## config.mk

```make
export PLATFORM = sky130hd
export DESIGN_NAME = lc3_ctrl_fsm
export DESIGN_NICKNAME = d
export VERILOG_FILES = /design/src/rtl/lc3_pkg.sv /design/src/rtl/lc3_ctrl_decode.sv /design/src/rtl/lc3_ctrl_fsm.sv
export SDC_FILE = /design/constraint.sdc
export NUM_CORES = 1
export LEC_CHECK = 0
export CORE_ASPECT_RATIO = 0.5
export CORE_MARGIN = 5
export CORE_UTILIZATION = 37
export CTS_BUF_LIST = sky130_fd_sc_hd__clkbuf_2 sky130_fd_sc_hd__clkbuf_4 sky130_fd_sc_hd__clkbuf_8
export DETAILED_ROUTE_END_ITERATION = 12
export GPL_TIMING_DRIVEN = 0
export PLACE_DENSITY = 0.89
export SETUP_SLACK_MARGIN = 0.4
export SLEW_MARGIN = 20
export SYNTH_ARGS = -nofsm -noshare
export SYNTH_HDL_FRONTEND = slang
export SYNTH_SLANG_ARGS = --single-unit
```

## constraint.sdc

```tcl
create_clock -name clk -period 2 [get_ports clk]
set_input_delay 0.6 -clock clk [delete_from_list [all_inputs] [get_ports clk]]
set_output_delay 0.6 -clock clk [all_outputs]
set_load 0.01 [all_outputs]
```

## src/rtl/lc3_pkg.sv

```systemverilog
// Shared definitions for the LC3 multicycle control unit: micro-state
// encoding, opcode constants, select/ALU encodings and the control bundle
// that the decoder hands to the top level.
package lc3_pkg;

    localparam int unsigned STATE_W  = 5;
    localparam int unsigned OPCODE_W = 4;
    localparam int unsigned REG_W    = 3;
    localparam int unsigned SEL_W    = 2;
    localparam int unsigned IR_W     = 16;

    typedef enum logic [STATE_W-1:0] {
        S_IDLE    = 5'd0,
        S_FETCH0  = 5'd1,
        S_FETCH1  = 5'd2,
        S_FETCH2  = 5'd3,
        S_DECODE  = 5'd4,
        S_ALU     = 5'd5,
        S_BR      = 5'd6,
        S_JMP     = 5'd7,
        S_JSR0    = 5'd8,
        S_JSR1    = 5'd9,
        S_LEA     = 5'd10,
        S_ADDR    = 5'd11,
        S_IND_RD  = 5'd12,
        S_IND_MAR = 5'd13,
        S_MEM_RD  = 5'd14,
        S_LD_WB   = 5'd15,
        S_ST_MDR  = 5'd16,
        S_MEM_WR  = 5'd17,
        S_HALT    = 5'd18
    } state_e;

    localparam logic [OPCODE_W-1:0] OP_BR   = 4'b0000;
    localparam logic [OPCODE_W-1:0] OP_ADD  = 4'b0001;
    localparam logic [OPCODE_W-1:0] OP_LD   = 4'b0010;
    localparam logic [OPCODE_W-1:0] OP_ST   = 4'b0011;
    localparam logic [OPCODE_W-1:0] OP_JSR  = 4'b0100;
    localparam logic [OPCODE_W-1:0] OP_AND  = 4'b0101;
    localparam logic [OPCODE_W-1:0] OP_LDR  = 4'b0110;
    localparam logic [OPCODE_W-1:0] OP_STR  = 4'b0111;
    localparam logic [OPCODE_W-1:0] OP_RTI  = 4'b1000;
    localparam logic [OPCODE_W-1:0] OP_NOT  = 4'b1001;
    localparam logic [OPCODE_W-1:0] OP_LDI  = 4'b1010;
    localparam logic [OPCODE_W-1:0] OP_STI  = 4'b1011;
    localparam logic [OPCODE_W-1:0] OP_JMP  = 4'b1100;
    localparam logic [OPCODE_W-1:0] OP_RSV  = 4'b1101;
    localparam logic [OPCODE_W-1:0] OP_LEA  = 4'b1110;
    localparam logic [OPCODE_W-1:0] OP_TRAP = 4'b1111;

    localparam logic [SEL_W-1:0] SELPC_INC = 2'b00;
    localparam logic [SEL_W-1:0] SELPC_EAB = 2'b01;
    localparam logic [SEL_W-1:0] SELPC_BUS = 2'b10;

    localparam logic [SEL_W-1:0] EAB2_ZERO  = 2'b00;
    localparam logic [SEL_W-1:0] EAB2_OFF6  = 2'b01;
    localparam logic [SEL_W-1:0] EAB2_OFF9  = 2'b10;
    localparam logic [SEL_W-1:0] EAB2_OFF11 = 2'b11;

    localparam logic [SEL_W-1:0] ALU_ADD  = 2'b00;
    localparam logic [SEL_W-1:0] ALU_AND  = 2'b01;
    localparam logic [SEL_W-1:0] ALU_NOT  = 2'b10;
    localparam logic [SEL_W-1:0] ALU_PASS = 2'b11;

    typedef struct packed {
        logic             ena_marm;
        logic             ena_pc;
        logic             ena_mdr;
        logic             ena_alu;
        logic             ld_pc;
        logic             ld_ir;
        logic             ld_mar;
        logic             ld_mdr;
        logic             reg_we;
        logic             flag_we;
        logic [SEL_W-1:0] sel_pc;
        logic             sel_eab1;
        logic [SEL_W-1:0] sel_eab2;
        logic             sel_marm;
        logic             sel_mdr;
        logic [SEL_W-1:0] alu_ctrl;
        logic [REG_W-1:0] dr;
        logic [REG_W-1:0] sr1;
        logic [REG_W-1:0] sr2;
        logic             mem_en;
        logic             mem_we;
        logic             halted;
    } ctrl_t;

    // Branch condition: any requested flag that is currently set.
    function automatic logic br_taken(input logic [2:0] nzp_mask,
                                      input logic n, input logic z, input logic p);
        return |(nzp_mask & {n, z, p});
    endfunction

endpackage

```

## src/rtl/lc3_ctrl_decode.sv

```systemverilog
// Combinational output decoder for the LC3 control unit.
// Ports:
//   state_i   current micro-state
//   ir_i      instruction register
//   mem_rdy_i memory handshake (only steers ldMDR in read-wait states)
//   ctrl_o    full control bundle for the datapath
import lc3_pkg::*;

module lc3_ctrl_decode (
    input  state_e            state_i,
    input  logic [IR_W-1:0]   ir_i,
    input  logic              mem_rdy_i,
    output ctrl_t             ctrl_o
);

    logic [OPCODE_W-1:0] opcode;
    logic                unused_ir;

    assign opcode    = ir_i[15:12];
    assign unused_ir = ^ir_i[5:3];

    always_comb begin
        ctrl_o = '0;
        case (state_i)
            S_FETCH0: begin
                ctrl_o.ena_pc = 1'b1;
                ctrl_o.ld_mar = 1'b1;
                ctrl_o.ld_pc  = 1'b1;
                ctrl_o.sel_pc = SELPC_INC;
            end
            // Read-wait states: MDR captures memory data on the completing cycle.
            S_FETCH1, S_IND_RD, S_MEM_RD: begin
                ctrl_o.mem_en  = 1'b1;
                ctrl_o.sel_mdr = 1'b1;
                ctrl_o.ld_mdr  = mem_rdy_i;
            end
            S_FETCH2: begin
                ctrl_o.ena_mdr = 1'b1;
                ctrl_o.ld_ir   = 1'b1;
            end
            S_ALU: begin
                ctrl_o.ena_alu = 1'b1;
                ctrl_o.reg_we  = 1'b1;
                ctrl_o.flag_we = 1'b1;
                ctrl_o.dr      = ir_i[11:9];
                ctrl_o.sr1     = ir_i[8:6];
                ctrl_o.sr2     = ir_i[2:0];
                if (opcode == OP_ADD) begin
                    ctrl_o.alu_ctrl = ALU_ADD;
                end else if (opcode == OP_AND) begin
                    ctrl_o.alu_ctrl = ALU_AND;
                end else begin
                    ctrl_o.alu_ctrl = ALU_NOT;
                end
            end
            S_BR: begin
                ctrl_o.sel_eab1 = 1'b0;
                ctrl_o.sel_eab2 = EAB2_OFF9;
                ctrl_o.sel_pc   = SELPC_EAB;
                ctrl_o.ld_pc    = 1'b1;
            end
            S_JMP: begin
                ctrl_o.sr1      = ir_i[8:6];
                ctrl_o.sel_eab1 = 1'b1;
                ctrl_o.sel_eab2 = EAB2_ZERO;
                ctrl_o.sel_pc   = SELPC_EAB;
                ctrl_o.ld_pc    = 1'b1;
            end
            // Save return address (current PC) into R7.
            S_JSR0: begin
                ctrl_o.ena_pc = 1'b1;
                ctrl_o.reg_we = 1'b1;
                ctrl_o.dr     = 3'd7;
            end
            // IR[11] selects JSR (PC + offset11) vs JSRR (base register).
            S_JSR1: begin
                if (ir_i[11]) begin
                    ctrl_o.sel_eab1 = 1'b0;
                    ctrl_o.sel_eab2 = EAB2_OFF11;
                end else begin
                    ctrl_o.sel_eab1 = 1'b1;
                    ctrl_o.sr1      = ir_i[8:6];
                    ctrl_o.sel_eab2 = EAB2_ZERO;
                end
                ctrl_o.sel_pc = SELPC_EAB;
                ctrl_o.ld_pc  = 1'b1;
            end
            S_LEA: begin
                ctrl_o.ena_marm = 1'b1;
                ctrl_o.sel_marm = 1'b0;
                ctrl_o.sel_eab1 = 1'b0;
                ctrl_o.sel_eab2 = EAB2_OFF9;
                ctrl_o.reg_we   = 1'b1;
                ctrl_o.dr       = ir_i[11:9];
            end
            // Effective address: base+offset6 for LDR/STR, PC+offset9 otherwise.
            S_ADDR: begin
                ctrl_o.ena_marm = 1'b1;
                ctrl_o.sel_marm = 1'b0;
                ctrl_o.ld_mar   = 1'b1;
                if (opcode == OP_LDR || opcode == OP_STR) begin
                    ctrl_o.sel_eab1 = 1'b1;
                    ctrl_o.sr1      = ir_i[8:6];
                    ctrl_o.sel_eab2 = EAB2_OFF6;
                end else begin
                    ctrl_o.sel_eab1 = 1'b0;
                    ctrl_o.sel_eab2 = EAB2_OFF9;
                end
            end
            S_IND_MAR: begin
                ctrl_o.ena_mdr = 1'b1;
                ctrl_o.ld_mar  = 1'b1;
            end
            S_LD_WB: begin
                ctrl_o.ena_mdr = 1'b1;
                ctrl_o.reg_we  = 1'b1;
                ctrl_o.flag_we = 1'b1;
                ctrl_o.dr      = ir_i[11:9];
            end
            // Store data goes through the ALU in pass-A mode onto the bus.
            S_ST_MDR: begin
                ctrl_o.sr1      = ir_i[11:9];
                ctrl_o.alu_ctrl = ALU_PASS;
                ctrl_o.ena_alu  = 1'b1;
                ctrl_o.sel_mdr  = 1'b0;
                ctrl_o.ld_mdr   = 1'b1;
            end
            S_MEM_WR: begin
                ctrl_o.mem_en = 1'b1;
                ctrl_o.mem_we = 1'b1;
            end
            S_HALT: begin
                ctrl_o.halted = 1'b1;
            end
            default: begin
                ctrl_o = '0;
            end
        endcase
    end

endmodule

```

## src/rtl/lc3_ctrl_fsm.sv

```systemverilog
// LC3 multicycle control unit: micro-state register, next-state logic and
// the combinational output decoder.
// Ports:
//   clk, rst            clock, async active-low reset
//   IR, N, Z, P         instruction register and condition flags
//   mem_rdy             memory completes the current access
//   ena*                bus drive enables (one-hot or zero)
//   ld*, regWE, flagWE  register/flag load strobes
//   sel*, ALUctrl       datapath mux and ALU selects
//   DR, SR1, SR2        register file addresses
//   memEN, memWE        memory request / write
//   halted              controller stopped in HALT
import lc3_pkg::*;

module lc3_ctrl_fsm (
    input  logic             clk,
    input  logic             rst,
    input  logic [IR_W-1:0]  IR,
    input  logic             N,
    input  logic             Z,
    input  logic             P,
    input  logic             mem_rdy,
    output logic             enaMARM,
    output logic             enaPC,
    output logic             enaMDR,
    output logic             enaALU,
    output logic             ldPC,
    output logic             ldIR,
    output logic             ldMAR,
    output logic             ldMDR,
    output logic             regWE,
    output logic             flagWE,
    output logic [SEL_W-1:0] selPC,
    output logic             selEAB1,
    output logic [SEL_W-1:0] selEAB2,
    output logic             selMARM,
    output logic             selMDR,
    output logic [SEL_W-1:0] ALUctrl,
    output logic [REG_W-1:0] DR,
    output logic [REG_W-1:0] SR1,
    output logic [REG_W-1:0] SR2,
    output logic             memEN,
    output logic             memWE,
    output logic             halted
);

    state_e              state_q, state_d;
    logic                run_q;
    logic [OPCODE_W-1:0] opcode;
    ctrl_t               ctrl;

    assign opcode = IR[15:12];

    // run_q holds IDLE for one extra edge after reset release, so the first
    // FETCH0 lands on the second rising edge.
    always_ff @(posedge clk or negedge rst) begin
        if (!rst) begin
            state_q <= S_IDLE;
            run_q   <= 1'b0;
        end else begin
            state_q <= state_d;
            run_q   <= 1'b1;
        end
    end

    always_comb begin
        state_d = state_q;
        case (state_q)
            S_IDLE:   if (run_q) state_d = S_FETCH0;
            S_FETCH0: state_d = S_FETCH1;
            S_FETCH1: if (mem_rdy) state_d = S_FETCH2;
            S_FETCH2: state_d = S_DECODE;
            S_DECODE: begin
                case (opcode)
                    OP_ADD, OP_AND, OP_NOT: state_d = S_ALU;
                    OP_BR:  state_d = br_taken(IR[11:9], N, Z, P) ? S_BR : S_FETCH0;
                    OP_JMP: state_d = S_JMP;
                    OP_JSR: state_d = S_JSR0;
                    OP_LEA: state_d = S_LEA;
                    OP_LD, OP_LDI, OP_ST, OP_STI, OP_LDR, OP_STR: state_d = S_ADDR;
                    default: state_d = S_HALT;
                endcase
            end
            S_ALU, S_BR, S_JMP, S_JSR1, S_LEA, S_LD_WB: state_d = S_FETCH0;
            S_JSR0: state_d = S_JSR1;
            S_ADDR: begin
                if (opcode == OP_LDI || opcode == OP_STI) begin
                    state_d = S_IND_RD;
                end else if (opcode == OP_LD || opcode == OP_LDR) begin
                    state_d = S_MEM_RD;
                end else begin
                    state_d = S_ST_MDR;
                end
            end
            S_IND_RD:  if (mem_rdy) state_d = S_IND_MAR;
            S_IND_MAR: state_d = (opcode == OP_LDI) ? S_MEM_RD : S_ST_MDR;
            S_MEM_RD:  if (mem_rdy) state_d = S_LD_WB;
            S_ST_MDR:  state_d = S_MEM_WR;
            S_MEM_WR:  if (mem_rdy) state_d = S_FETCH0;
            S_HALT:    state_d = S_HALT;
            default:   state_d = S_IDLE;
        endcase
    end

    lc3_ctrl_decode u_decode (
        .state_i   (state_q),
        .ir_i      (IR),
        .mem_rdy_i (mem_rdy),
        .ctrl_o    (ctrl)
    );

    assign enaMARM = ctrl.ena_marm;
    assign enaPC   = ctrl.ena_pc;
    assign enaMDR  = ctrl.ena_mdr;
    assign enaALU  = ctrl.ena_alu;
    assign ldPC    = ctrl.ld_pc;
    assign ldIR    = ctrl.ld_ir;
    assign ldMAR   = ctrl.ld_mar;
    assign ldMDR   = ctrl.ld_mdr;
    assign regWE   = ctrl.reg_we;
    assign flagWE  = ctrl.flag_we;
    assign selPC   = ctrl.sel_pc;
    assign selEAB1 = ctrl.sel_eab1;
    assign selEAB2 = ctrl.sel_eab2;
    assign selMARM = ctrl.sel_marm;
    assign selMDR  = ctrl.sel_mdr;
    assign ALUctrl = ctrl.alu_ctrl;
    assign DR      = ctrl.dr;
    assign SR1     = ctrl.sr1;
    assign SR2     = ctrl.sr2;
    assign memEN   = ctrl.mem_en;
    assign memWE   = ctrl.mem_we;
    assign halted  = ctrl.halted;

endmodule

```

==> metrics <==
CTS tree done; VDD IR max 0.00131 V; Worst-path clk slew 40 ps; worst setup margin -504 ps; dpl cells 242; total power 3270 µW; n_diodes 0; R2R depth 9; crit path max fanout 5; GRT Resource Usage Total 25.8%; CP peak stage delay 410 ps; DRT Pass-1 Iters 5; Synth area leaders dfrtp_1 (14%), nor2_1 (9.8%), a21oi_1 (6.3%), nand2_1 (4.0%), buf_2 (3.9%); Mean Syn Cell Area 6.45 µm²; Cell Area, Synth 0.00104 mm²; Fin. Hold Viols 0; CTS root buf clkbuf_8; minimum clock period 2500 ps; fin crit share 125%; slowest CP cell dfrtp_1; # hold bufs at CTS 0; worst-skew pair later-pin latency 220 ps; distinct cell type count after synthesis 48; CP Capture Type primary output; setup TNS -7480 ps; violated checks negative setup slack; Max Clock Skew 3.01 ps; drt drc 0; drt total wl 7730 µm; count leader, synth nor2_1; Leak Pwr 0.00109 µW; register area share after synthesis 14.5%; crit path launch type flip-flop; synth warn 0; Gate Count Post-Synth 161; DR iter-0 viols 278; RSZ-0062 raised after global routing true; asr flop ratio synth 100%; Worst Path Required 1400 ps; nets 277; worst-path cell chain buf_6, nor2b_2, a21oi_4, o22ai_4, buf_4, a22o_1, buf_2; FP Rows 13; Final Max Slew Viols 0; Starting Density 39.4%; share of cells above drive strength 1 67.2%; top post-synthesis cells by count nor2_1 (27), a21oi_1 (13), nand2_1 (11), buf_2 (8), nor3_1 (7); Worst R2R Setup Slack 100 ps; FMAX 399 MHz; clock buffer depth 2; wire per inst 26.7 µm; Synth top area share 14.5%; met2 usage 45.3%; kind of critical path reg2out; die extent in x 84.9 µm; largest net degree at the start of global routing 11; core area 0.00264 mm²; antenna violations before repair 0; CP arrival 1900 ps; Yosys top cell by area dfrtp_1; Post-synth EDFFs 0; Port-buffer cells 43; Final setup violation count 26; Die Area 0.00403 mm²; grt peak-use layer met2; drt via density 7.02; final std cells w/o fill 290; gr ovfl total 0; MaxCap Viol Count 0; post-route ant nets 0; FF+latch count, synth 6; met1 usage 32.3%; pwr/cell area 1350 mW/mm²; Chip Height 47.5 µm; synth-to-layout area growth 132%; HP Class in2async; ys flop type dfrtp_1; CTS Buf Count 3; gpl congestion 0.886; met3 Usage GRT 4.64%; detailed placement HPWL 3140 µm; first-pass GRT wire length 8220 µm; H-Tree Depth 1; vias in the first global route 1678; clk sink count 6; via count 2037; run status complete, but fails checks; Ports 53; Final Util 91.6%
==> final timing paths <==
check	to	start
min in group clk	state_q[4]$_DFFE_PN0P_	IR[15]
hold / removal	state_q[1]$_DFFE_PN0P_	rst
hold reg to reg	state_q[3]$_DFFE_PN0P_	state_q[0]$_DFFE_PN0P_
setup / recovery	SR1[2]	state_q[3]$_DFFE_PN0P_
setup reg to reg	state_q[4]$_DFFE_PN0P_	state_q[2]$_DFFE_PN0P_
max in group asynchronous	state_q[0]$_DFFE_PN0P_	rst
==> per-layer routing <==
layer / share of wire, % / routed length, µm
met5: 0 / 0
met2: 42 / 3270
met1: 36 / 2770
met4: 7.8 / 606
met3: 14 / 1090
==> power breakdown <==
group | internal, µW | switching [µW]
logic | 1320 | 1530
registers | 165 | 77.9
clock network | 129 | 53.3
total | 1610 | 1660
==> placed cells by master, fill, tap and decap left out, drive strengths merged, types with 2 or more instances in the layout <==
cell and instances:
a21oi 13, a221oi 2, a22o 3, a22oi 2, a2bb2oi 3, and2 3, and2b 2, and3 3
buf 88, clkbuf 7, clkdlybuf4s15 2, clkdlybuf4s50 7, conb 3, dfrtp 6, dlygate4sd2 3, inv 6
nand2 11, nand2b 5, nand3 4, nor2 28, nor2b 5, nor3 8, o21ai 11, o22ai 5
o41ai 2, or3 2, xnor2 3
==> layout make-up <==
type                    count  area, µm²
flip-flops and latches      6        153
repair buffers             88        768
multi-input cells         134       1170
fillers                    76        221
plain buffers              16        200
well taps                  37       46.3
clock buffers               3       41.3
inverters                   6       32.5
==> stage by stage <==
step	hold WS [ps]	cell area [µm²]	setup slack, ps
final	631	2410	-504
after global routing	650	2410	-511
after global placement	729	1750	-918
after floorplan	304	1270	43.9
after detailed placement	741	1750	-917
after CTS	621	2110	-309
==> critical path, delay by kind of cell (launching register included) <==
kind,cells,cell delay [ps]
flip-flops,1,410
AND/OR/NAND/NOR,1,310
buffers and inverters,3,460
AO/OA/AOI/OAI,3,490
==> state kept, by name (all words and copies together), names as in the netlist <==
name	flops
state_q	5
run_q	1
==> logic make-up (layout without fill, tap and decap cells) <==
group           after synthesis  count (layout)  share of synthesized area [%]
mux                           1               1                          0.964
compound gates               51              51                           33.0
buf+inv                      22             113                           11.4
xor+xnor                      3               3                           2.53
flops                         6               6                           14.5
other cells                   2               3                          0.723
simple gates                 76              76                           36.9
==> what timing repair did <==
action	4_1_cts	5_1_grt
pin swaps	21	20
resized for setup	163	69
endpoints found under the setup margin	32	33
cloned	1	1
setup buffers	28	15
endpoints found under the hold margin	0	0
Power figures use the tool's default switching activity.
==> RTL change 1 (same settings) <==
Register the output `flagWE`; this adds one clock of latency there. The other outputs are not delayed to match.
--- a/src/rtl/lc3_ctrl_fsm.sv
+++ b/src/rtl/lc3_ctrl_fsm.sv
@@ -118,7 +118,9 @@
     assign ldMAR   = ctrl.ld_mar;
     assign ldMDR   = ctrl.ld_mdr;
     assign regWE   = ctrl.reg_we;
-    assign flagWE  = ctrl.flag_we;
+    always_ff @(posedge clk) begin
+        flagWE <= ctrl.flag_we;
+    end
     assign selPC   = ctrl.sel_pc;
     assign selEAB1 = ctrl.sel_eab1;
     assign selEAB2 = ctrl.sel_eab2;
Behaviour: not the same (Yosys sat finds a counterexample within 10 cycles, from zero or initial values and one cycle with rst low).
==> RTL change 1 against the unedited design <==
The flow still finishes with violations (setup timing). Cell count is 8.3% higher. Area after synthesis rose by 14%. Clock power rose by 11%. Critical endpoint is now SR1[1]. Sequential power shrank 7%. Critical path depth grew 3. First-iteration DRC count increased by 20%. Highest routed layer unchanged. Sequential cell count is 1 higher. Non-clock buffer count grew 14. Cell area up 4.7%. Worst setup slack gained 0.017 ns. Total power up 1.7%. Wire length fell by 3.6%. Worst hold slack lost 0.0078 ns. Count of clock-buffer cells in the layout rose by 1.
==> RTL change 1: results (changes against the unedited design) <==
- The leakage power of the design is 1.18 nW (+8.6%).
- The share of post-route cells with drive strength above 1 came to 66.8% (-0.41 points).
- The via count of the first global-routing pass came to 1804 (+7.5%).
- The length of routed met2 wiring came to 3.27 mm (about the same).
- The final RePlAce weighted congestion came to 0.901 (+1.6%).
- The cell-internal power is 1.71 mW (+6.2%).
- The number of distinct library cells after synthesis is 50 (+4.2%).
- The wire length on met3 is 853 um (-22%).
- The worst-case hold slack is 0.623 ns (-0.00781 ns).
- The number of buffers added on ports came to 44 (+2.3%).
- The global-route wire length before repair is 8.78 mm (+6.8%).
- The root buffer cell is clkbuf_8.
- By count the netlist is led by 20 x nor2_1, 19 x buf_4, 18 x nand2_1.
- The overall track demand over capacity in global routing is 23.9% (-1.9 points).
- The slowest library cell on the worst path is a22o_1.
- The number of setup violations in the final report is 27 (+3.8%).
- The least setup slack across all paths after layout was -0.487 ns (+0.0168 ns).
- The checks that failed: setup timing.
- The top fanout value on the critical path is 3 (-2).
- The detailed placer's ending HPWL is 3.25 mm (+3.5%).
- The longest individual stage delay on the worst path is 0.22 ns (-0.19 ns).
- The endpoint identified for the worst register-to-register timing path is state_q[1].
- The insertion delay to the later sink of the worst-skew pair is 0.22 ns (about the same).
- Among all flip-flop cells after synthesis, the most frequent one is dfrtp_1.
- The register-to-register path setup slack is 0.17 ns (+0.07 ns).
- The share of synthesized flip-flops with an asynchronous set or reset is 85.7% (-14 points).
- The total via count in the routed design came to 2035 (-0.098%).
- The wire length on met1 was 2.75 mm (-0.61%).
- In the post-synthesis netlist, the biggest area contributors are dfrtp_1 13%, buf_4 12%, a21oi_1 6.7%, nor2_1 6.3%, nand2_1 5.7%.
- The number of nets in the layout is 297 (+7.2%).
- The count of fill cells added during filler insertion is 140 (+84%).
- The maximum clock skew at final layout is 0.000519 ns (-0.00249 ns).
- The worst-case reg-to-reg path depth came to 10 (+1).
- The detail-routed net length per standard cell came to 23.7 um (-11%).
- The DRC violation total after the first TritonRoute iteration was 333 (+20%).
- The largest registers in the layout are state_q: 5 flops, flagWE: 1 flops, run_q: 1 flops.
- The run finished, with violations left.
- The worst vdd rail ir drop is 1.04 mV (-21%).
- The register area share after synthesis is 14.3% (-0.14 points).
- For the worst setup path, the data arrival time is ~1.9 ns.
## RTL change 1: changes by cell type in the layout (fill, tap and decap cells not counted), sizes merged, moves of 3 or more
cell,change
buf,+17
nand2,+7
nor2,-7
a21oi,+4
o22ai,-4
a31oi,+3
o21a,+3
## RTL change 1: worst max-delay path by stage
stage / startpoint / end / slack (ns) / cells past startpoint
6_report: IR[14] / SR1[1] / -0.49 / 10
2_1_floorplan: IR[15] / SR1[0] / -0.09 / 7
5_1_grt: IR[14] / SR1[1] / -0.51 / 10
4_1_cts: state_q[2] / SR1[0] / -0.41 / 9
3_5_place_dp: IR[14] / SR1[1] / -1.24 / 9
3_3_place_gp: IR[14] / SR1[0] / -1.22 / 9
## RTL change 1: metal layers
metal	global-route usage, %	vias up
met5	0	-
met4	16.6	0
met3	4.86	68
met2	41.9	223
met1	26.4	934
li1	-	810
## RTL change 1: area by class of cell
class	count	area, um2	area share [%]
clock buffer	4	48.8	1.93
sequential	7	171	6.78
tap	40	50.0	1.98
multi-input combinational	140	1140	45.1
buffer	31	303	12.0
inverter	5	25.0	0.990
timing repair buffer	87	788	31.2
## RTL change 1: through the flow
stage | cells | TNS (ns) | instance area (um2) | total power, mW | setup slack [ns]
6_report | 314 | -7.42 | 2530 | 3.32 | -0.487
5_1_grt | 314 | -8.41 | 2530 | 3.44 | -0.508
4_1_cts | 296 | -4.96 | 2180 | 2.55 | -0.409
3_5_place_dp | 267 | -15.43 | 1810 | 1.89 | -1.24
3_3_place_gp | 267 | -14.65 | 1810 | 1.84 | -1.22
2_1_floorplan | 183 | -0.280 | 1320 | 1.30 | -0.0944
## RTL change 1: cell families (layout without fill, tap and decap cells)
logic type / count (synthesis) / count (layout) / share of synthesized area [%]
simple gates: 84 / 84 / 37.2
compound gates: 52 / 52 / 28.2
buf+inv: 36 / 127 / 18.9
flops: 7 / 7 / 14.3
other cells: 2 / 3 / 0.632
xor+xnor: 1 / 1 / 0.737
## RTL change 1: repair_timing
action | in CTS | in global routing
endpoints found under the hold margin | 0 | 0
pin swaps | 21 | 20
setup buffers | 25 | 18
gates resized for setup | 204 | 55
endpoints found under the setup margin | 34 | 33
## RTL change 1: worst max-delay path: cells and delay by family
kind | cells | cell delay, ns
simple gates | 2 | 0.21
buf+inv | 5 | 0.57
compound gates | 3 | 0.50
## RTL change 1: power groups by stage
| stage | Combinational [mW] | Clock [mW] | Sequential, mW |
|---|---|---|---|
| after floorplan | 1.09 | 0 | 0.219 |
| after global placement | 1.62 | 0 | 0.222 |
| after detailed placement | 1.66 | 0 | 0.226 |
| after CTS | 2.12 | 0.210 | 0.217 |
| after global routing | 2.98 | 0.230 | 0.228 |
| final | 2.89 | 0.204 | 0.227 |
==> RTL change 2 (same flow settings) <==
Made on the original files. Reset style: synchronous (`rst`), changed in one clocked block. Comments in the files are not updated.
--- a/src/rtl/lc3_ctrl_fsm.sv
+++ b/src/rtl/lc3_ctrl_fsm.sv
@@ -53,7 +53,7 @@
 
     // run_q holds IDLE for one extra edge after reset release, so the first
     // FETCH0 lands on the second rising edge.
-    always_ff @(posedge clk or negedge rst) begin
+    always_ff @(posedge clk) begin
         if (!rst) begin
             state_q <= S_IDLE;
             run_q   <= 1'b0;
Behaviour: differs if rst is asserted again (counterexample within 4 cycles, from zero or initial values and one cycle with rst low); with rst held inactive, the same outputs for 10 cycles.
==> RTL change 2 against the unedited design <==
The flow still finishes with violations (setup timing). Count of clock-buffer cells in the layout rose by 1. Cell area up 0.67%. Critical path type is now primary input to output pin. Sequential share of layout area is 0.81 points lower. Sequential cell count unchanged. Wire length shrank 5.5%. Register-to-register slack gained 0.14 ns. Worst setup slack improved by 0.077 ns. Area after synthesis shrank 1.9%. Critical endpoint unchanged. Via count is 3.5% lower. Die area fell by 1.6%.
Power is not compared: it rests on default switching activity, and its combinational part moved more than twofold at a synthesized area within 25%.
==> RTL change 2: results (changes against the unedited design) <==
- The worst-case hold slack is 0.765 ns (+0.134 ns).
- The top fanout value on the critical path is 3 (-2).
- The number of vias per cell was 6.47 (-7.9%).
- The total routed wirelength is 7.31 mm (-5.5%).
- In the synthesized netlist the dominant register cell turns out to be dfxtp_1.
- The post-cts gate resize count is 200 (+23%).
- The checks that failed: setup timing.
- The register area share after synthesis is 11.8% (-2.7 points).
- The portion of netlist area occupied by mux cells is 0% (-0.96 points).
- The launch point of the worst reg-to-reg path is state_q[1].
- The detailed placer's ending HPWL is 2.96 mm (-5.7%).
- The share of synthesized flip-flops with an asynchronous set or reset came to 0% (-100 points).
- The number of setup violations in the final report came to 27 (+3.8%).
- The endpoint arrival time on the critical path is 1.83 ns (-0.07 ns).
- The global-route wire length before repair is 8.71 mm (+6.0%).
- The parity-gate share of the synthesized area counting xor and xnor cells is 3.44% (+0.91 points).
- The fraction of the mapped netlist area in compound gates is 29.6% (-3.4 points).
- The number of nets in the layout is 290 (+4.7%).
- The share of post-route cells with drive strength above 1 was 67.0% (-0.15 points).
- The total setup buffers inserted after CTS is 37 (+32%).
- The DRC violation total after the first TritonRoute iteration came to 384 (+38%).
- The overall track demand over capacity in global routing was 28.3% (+2.5 points).
- The setup slack after placement is -1.13 ns (-0.216 ns).
- The least setup slack across all paths after layout is -0.427 ns (+0.0771 ns).
- The run finished, with violations left.
- The register-to-register path setup slack came to 0.24 ns (+0.14 ns).
- By count the netlist is led by 26 x nor2_1, 16 x nand2_1, 13 x a21oi_1.
==> RTL change 2: kinds of logic after synthesis <==
logic type | count (synthesis)
flip-flops | 6
AO/OA/AOI/OAI | 44
XOR/XNOR | 4
buffers and inverters | 19
other | 1
AND/OR/NAND/NOR | 87
==> RTL change 2: final cells by class <==
| class | count | area [um2] |
|---|---|---|
| Buffer | 16 | 205 |
| Clock buffer | 4 | 48.8 |
| Fill cell | 84 | 189 |
| Inverter | 3 | 13.8 |
| Multi-Input combinational cell | 137 | 1130 |
| Sequential cell | 6 | 134 |
| Tap cell | 37 | 46.3 |
| Timing Repair Buffer | 101 | 851 |
==> RTL change 2: routing by layer <==
metal	track usage, %	share of wire (%)
met2	50.9	42
met4	12.5	7.8
met3	8.76	15
met5	0	0
met1	32.6	36
==> RTL change 2: through the flow <==
| step | cell area, um2 | std cells | utilization, % |
|---|---|---|---|
| 2_1_floorplan | 1200 | 162 | - |
| 6_report | 2430 | 304 | 92.8 |
| 5_1_grt | 2430 | 304 | 92.8 |
| 3_3_place_gp | 1690 | 244 | 64.6 |
| 3_5_place_dp | 1690 | 244 | 64.6 |
| 4_1_cts | 2090 | 285 | 79.8 |
==> RTL change 2: how the worst max path moves through the flow <==
stage,end,cells past startpoint,slack (ns)
after detailed placement,SR1[1],8,-1.13
after global routing,SR1[2],9,-0.46
after floorplan,SR1[0],6,0.02
after CTS,SR1[2],9,-0.27
final,SR1[2],9,-0.43
after global placement,SR1[1],8,-1.09
==> RTL change 2: worst max-delay path, stage by stage <==
cell and delay, ns:
buf_6 0.10, buf_8 0.11, nand4b_1 0.20, o21ai_1 0.13, a21oi_1 0.11, nor2_2 0.17, buf_4 0.16, a22o_1 0.12
buf_2 0.13
